### src/rtl/amo_sequencer.sv
// Purpose : multicycle RV32A AMO sequencer (read word, ALU op with rs2, write back, return old word).
// Latency : accept at cycle 0 -> rsp_valid at cycle 4 with zero-wait memory; error rsp at cycle 1.
// Backpr. : req_ready low while busy; READ/WRITE hold the memory request until mem_ready.
//
// Ports:
//   clk, reset                           clock, async active-high reset
//   req_valid/req_ready/req_funct5/
//   req_addr/req_rs2                     AMO request from the control FSM
//   mem_valid/mem_ready/mem_wr/mem_addr/
//   mem_wdata/mem_rdata                  word port towards the memory arbiter
//   alu_a/alu_b/alu_ctrl/alu_result      shared ALU operands, op select and result
//   rsp_valid/rsp_rdata/rsp_error        completion pulse, original word, error flag
module amo_sequencer #(
    parameter int ALU_CTRL_WIDTH = 4
) (
    input  logic                      clk,
    input  logic                      reset,
    input  logic                      req_valid,
    output logic                      req_ready,
    input  logic [4:0]                req_funct5,
    input  logic [31:0]               req_addr,
    input  logic [31:0]               req_rs2,
    output logic                      mem_valid,
    input  logic                      mem_ready,
    output logic                      mem_wr,
    output logic [31:0]               mem_addr,
    output logic [31:0]               mem_wdata,
    input  logic [31:0]               mem_rdata,
    output logic [31:0]               alu_a,
    output logic [31:0]               alu_b,
    output logic [ALU_CTRL_WIDTH-1:0] alu_ctrl,
    input  logic [31:0]               alu_result,
    output logic                      rsp_valid,
    output logic [31:0]               rsp_rdata,
    output logic                      rsp_error
);

    // ALU operation codes understood by the shared ALU.
    localparam logic [ALU_CTRL_WIDTH-1:0] ALU_ADD  = ALU_CTRL_WIDTH'(0);
    localparam logic [ALU_CTRL_WIDTH-1:0] ALU_XOR  = ALU_CTRL_WIDTH'(1);
    localparam logic [ALU_CTRL_WIDTH-1:0] ALU_OR   = ALU_CTRL_WIDTH'(2);
    localparam logic [ALU_CTRL_WIDTH-1:0] ALU_AND  = ALU_CTRL_WIDTH'(3);
    localparam logic [ALU_CTRL_WIDTH-1:0] ALU_MIN  = ALU_CTRL_WIDTH'(4);
    localparam logic [ALU_CTRL_WIDTH-1:0] ALU_MAX  = ALU_CTRL_WIDTH'(5);
    localparam logic [ALU_CTRL_WIDTH-1:0] ALU_MINU = ALU_CTRL_WIDTH'(6);
    localparam logic [ALU_CTRL_WIDTH-1:0] ALU_MAXU = ALU_CTRL_WIDTH'(7);
    localparam logic [ALU_CTRL_WIDTH-1:0] ALU_LUI  = ALU_CTRL_WIDTH'(8);

    typedef enum logic [2:0] {
        IDLE,
        READ,
        CALC,
        WRITE,
        RESP
    } state_t;

    state_t                    state;
    logic [ALU_CTRL_WIDTH-1:0] map_ctrl;
    logic                      map_ok;

    // funct5 decode; LR/SC and anything else not listed are rejected.
    always_comb begin
        map_ctrl = ALU_ADD;
        map_ok   = 1'b1;
        case (req_funct5)
            5'b00000: map_ctrl = ALU_ADD;
            5'b00100: map_ctrl = ALU_XOR;
            5'b01000: map_ctrl = ALU_OR;
            5'b01100: map_ctrl = ALU_AND;
            5'b10000: map_ctrl = ALU_MIN;
            5'b10100: map_ctrl = ALU_MAX;
            5'b11000: map_ctrl = ALU_MINU;
            5'b11100: map_ctrl = ALU_MAXU;
            5'b00001: map_ctrl = ALU_LUI;   // SWAP: ALU passes operand b through
            default:  map_ok   = 1'b0;
        endcase
    end

    always_ff @(posedge clk or posedge reset) begin
        if (reset) begin
            state     <= IDLE;
            req_ready <= 1'b1;
            mem_valid <= 1'b0;
            mem_wr    <= 1'b0;
            mem_addr  <= '0;
            mem_wdata <= '0;
            alu_a     <= '0;
            alu_b     <= '0;
            alu_ctrl  <= ALU_ADD;
            rsp_valid <= 1'b0;
            rsp_rdata <= '0;
            rsp_error <= 1'b0;
        end else begin
            case (state)
                IDLE: begin
                    if (req_valid) begin
                        req_ready <= 1'b0;
                        mem_addr  <= req_addr;
                        alu_b     <= req_rs2;
                        alu_ctrl  <= map_ctrl;
                        if (!map_ok || (req_addr[1:0] != 2'b00)) begin
                            // Rejected request: answer straight away, no memory traffic.
                            state     <= RESP;
                            rsp_valid <= 1'b1;
                            rsp_error <= 1'b1;
                        end else begin
                            state     <= READ;
                            mem_valid <= 1'b1;
                            mem_wr    <= 1'b0;
                        end
                    end
                end
                READ: begin
                    if (mem_ready) begin
                        alu_a     <= mem_rdata;
                        rsp_rdata <= mem_rdata;
                        mem_valid <= 1'b0;
                        state     <= CALC;
                    end
                end
                CALC: begin
                    // ALU is combinational on alu_a/alu_b/alu_ctrl, all stable here.
                    mem_wdata <= alu_result;
                    mem_valid <= 1'b1;
                    mem_wr    <= 1'b1;
                    state     <= WRITE;
                end
                WRITE: begin
                    if (mem_ready) begin
                        mem_valid <= 1'b0;
                        mem_wr    <= 1'b0;
                        rsp_valid <= 1'b1;
                        rsp_error <= 1'b0;
                        state     <= RESP;
                    end
                end
                RESP: begin
                    rsp_valid <= 1'b0;
                    rsp_error <= 1'b0;
                    req_ready <= 1'b1;
                    state     <= IDLE;
                end
                default: begin
                    state     <= IDLE;
                    req_ready <= 1'b1;
                    mem_valid <= 1'b0;
                    mem_wr    <= 1'b0;
                    rsp_valid <= 1'b0;
                    rsp_error <= 1'b0;
                end
            endcase
        end
    end

endmodule

### config.mk
export PLATFORM = sky130hd
export DESIGN_NAME = amo_sequencer
export DESIGN_NICKNAME = d
export VERILOG_FILES = /design/src/rtl/amo_sequencer.sv
export SDC_FILE = /design/constraint.sdc
export NUM_CORES = 1
export LEC_CHECK = 0
export ABC_AREA = 1
export BUFFER_PORTS_ARGS = -buffer_cell sky130_fd_sc_hd__buf_2
export CORE_UTILIZATION = 41
export CTS_CLUSTER_SIZE = 10
export DETAILED_ROUTE_END_ITERATION = 10
export PLACE_DENSITY = 0.77
export SLEW_MARGIN = 20
export SYNTH_ARGS = -nofsm -noshare
export SYNTH_HDL_FRONTEND = slang
export SYNTH_SLANG_ARGS = --single-unit
export TNS_END_PERCENT = 10
### constraint.sdc
create_clock -name clk -period 4 [get_ports clk]
set_clock_uncertainty 0.2 [all_clocks]
set_input_delay 0.2 -clock clk [delete_from_list [all_inputs] [get_ports clk]]
set_output_delay 0.2 -clock clk [all_outputs]
set_load 0.01 [all_outputs]
==> flow_metrics.tcl <==
set metrics [dict create \
    timing_hold_violations_final 0 \
    cp_num_buf_inv 3 \
    antenna_left 0 \
    synth_area_leaders "dfrtp_1, nand2_1, mux2_4" \
    fin_ws_ns 1.40 \
    critPathTopFamily "buffers and inverters" \
    post_cts_buffers 0 \
    synth_top_cell_by_area "dfrtp_1" \
    period_minus_slack_ns 2.60 \
    arrival_ns 2.75 \
    cts.sinks 140 \
    cts_buffer_depth 2 \
    post-place-ws_ns 1.89 \
    track_usage 0.242 \
    firstDrtPassIters 5 \
    rsz0062_at_grt "false" \
    drive_above_1_share 0.409 \
    place_inst 959 \
    diodes 0 \
    overflow 0 \
    grt_pass1_wl_um 27400 \
    worst_ep_required_time_ns 4.15 \
    critPathLaunchType "register" \
    syn-cell-area_um2 5850 \
    synth_most_common_cell "nand2_1" \
    max_freq_ghz 0.384 \
    die_y_um 121 \
    rows 43 \
    core_um2 13900 \
    grt_max_degree 68 \
    dp_hpwl_um 10200 \
    drv_slew 0 \
    clock-root-buffer "clkbuf_16" \
    die_area_um2 14800 \
    tns_ns 0 \
    maxCapViolCount 0 \
    crit_fanout 55 \
    syn_avg_cell_area_um2 11.1 \
    fin_cells 1129 \
    syn_inst 526 \
    cts_buffers 17 \
    syn_to_final_growth_pct 58.2 \
    ys.warnings.count 0 \
    wire_per_inst_um 15.6 \
    path_class "reg -> reg" \
    drc 0 \
    slew_headroom 0.470 \
    grt_pass1_vias 5558 \
    synth_common_cells "nand2_1, dfrtp_1, nand3_1, buf_4, mux2_4" \
    wl_um 17600 \
    synth_seq_cells 140 \
    n_fill_cell 996 \
    ys_types 21 \
    port_buffers 305 \
    via_per_inst 4.78 \
    yosysTopAreaCellShare 0.594 \
    p_per_area_nw_per_um2 764 \
    p_leak_nw 5.03 \
    finalSetupViolCount 0 \
    async_flop_share 1.00 \
    synth_nets 663 \
    multi_input_area_um2 1890 \
    crit_chain "nor2_2 -> nand2_1 -> inv_2 -> nand2_2 -> buf_4 -> o31ai_1 -> dlygate4sd3_1" \
    min_path_type "in -> reg" \
    clk-insertion-delay-late_ns 0.40 \
    path_clk_slew_ns 0.06 \
    gp_congestion 0.738 \
    status "complete, no violations" \
    antenna_found_initial 0 \
    cts_max_level 4 \
    post-route-period-util 0.651 \
    die_width_um 121 \
    vias 5392 \
    ir_drop_mv 0.426 \
    synth-seq-area-share 0.599 \
    whs_ns 0.113 \
    cts_tree "built" \
    synth-edff-count 0 \
    ys.flop_type "dfrtp_1" \
    io_pins 306 \
    max_stage_delay_ns 0.58 \
    first_iter_violations 331 \
    end_kind "register" \
    regArea_um2 3500 \
    tightest_slew_ns 0.792 \
    crit_path_top_delay_cell "dlygate4sd3_1" \
    final_nets 1073 \
    start_util 0.422 \
]
==> layer usage <==
metal / vias to the layer above / part of all wire / track usage
li1: 2502 / - / -
met3: 35 / 0.069 / 0.0714
met1: 2580 / 0.37 / 0.266
met2: 275 / 0.54 / 0.434
met4: 0 / 0.022 / 0.0972
met5: - / 0 / 0
==> layout by cell type, fill, tap and decap left out <==
cell             n
mux2_2           5
clkbuf_16       17
or2_2            1
clkbuf_1         2
clkinvlp_4       1
nand3_1         72
inv_1            8
mux2_1          29
dfrtp_1        139
clkinv_4         3
nor2_2           2
nand3_2          1
clkbuf_8         2
dlygate4sd3_1  138
bufinv_16        4
buf_4            7
buf_2          305
clkinv_2         4
nand2_2          2
o31ai_1          1
o21ai_1          4
nand2_1        160
dfstp_2          1
nor2_1           8
inv_2            3
mux2_4          30
==> final cells by class <==
cell class	instances	area share
timing repair buffer	450	0.320
clock inverter	11	0.0180
multi-input combinational	315	0.204
inverter	12	0.00527
clock buffer	21	0.0497
tap	180	0.0243
sequential	140	0.379
==> logic make-up after synthesis <==
family | Yosys count | share of synthesized area
buf+inv | 71 | 0.0778
flops | 140 | 0.599
mux | 64 | 0.142
compound gates | 5 | 0.00470
simple gates | 246 | 0.176
==> where the power goes <==
part / total, W / leakage (nW) / internal [W] / switching (W)
Combinational: 0.00286 / 3.02 / 0.00130 / 0.00156
Sequential: 0.00255 / 1.70 / 0.00212 / 0.000433
Clock: 0.00167 / 0.311 / 0.00108 / 0.000591
Total: 0.00708 / 5.03 / 0.00449 / 0.00258
==> worst paths after layout <==
kind | from | to | slack, ns | cells after the start
setup reg to reg | state[2] | alu_ctrl[2] | 1.40 | 7
min in group asynchronous | reset | alu_b[24] | 0.24 | 3
hold / removal | req_valid | alu_b[20] | 0.11 | 3
max in group asynchronous | reset | rsp_rdata[13] | 2.38 | 4
setup / recovery | state[2] | alu_ctrl[2] | 1.40 | 7
hold reg to reg | mem_addr[0] | mem_addr[0] | 0.26 | 2
==> metrics by stage <==
stage	instance area [um^2]	total power, W	util
after floorplan	5860	0.00434	-
after global placement	7250	0.00517	0.522
after detailed placement	7250	0.00525	0.522
after CTS	9260	0.00706	0.667
after global routing	9260	0.00754	0.667
final	9260	0.00708	0.667
==> sequential cells by signal, summed over array words and instances (netlist names), 3 cells and up <==
signal / count
mem_wdata: 32
alu_ctrl: 4
alu_b: 32
mem_addr: 32
state: 3
rsp_rdata: 32
==> repair_timing <==
action | CTS | global route
endpoints found under the hold margin | 161 | 0
resized for setup | 0 | 0
hold buffers | 138 | 0
==> worst reg2reg max path, cell delays in order, from the launching register on <==
cell and delay (ns):
dfrtp_1 0.43, nor2_2 0.21, nand2_1 0.11, inv_2 0.07, nand2_2 0.22, buf_4 0.42, o31ai_1 0.30, dlygate4sd3_1 0.59
(Power assumes the default switching activity.)
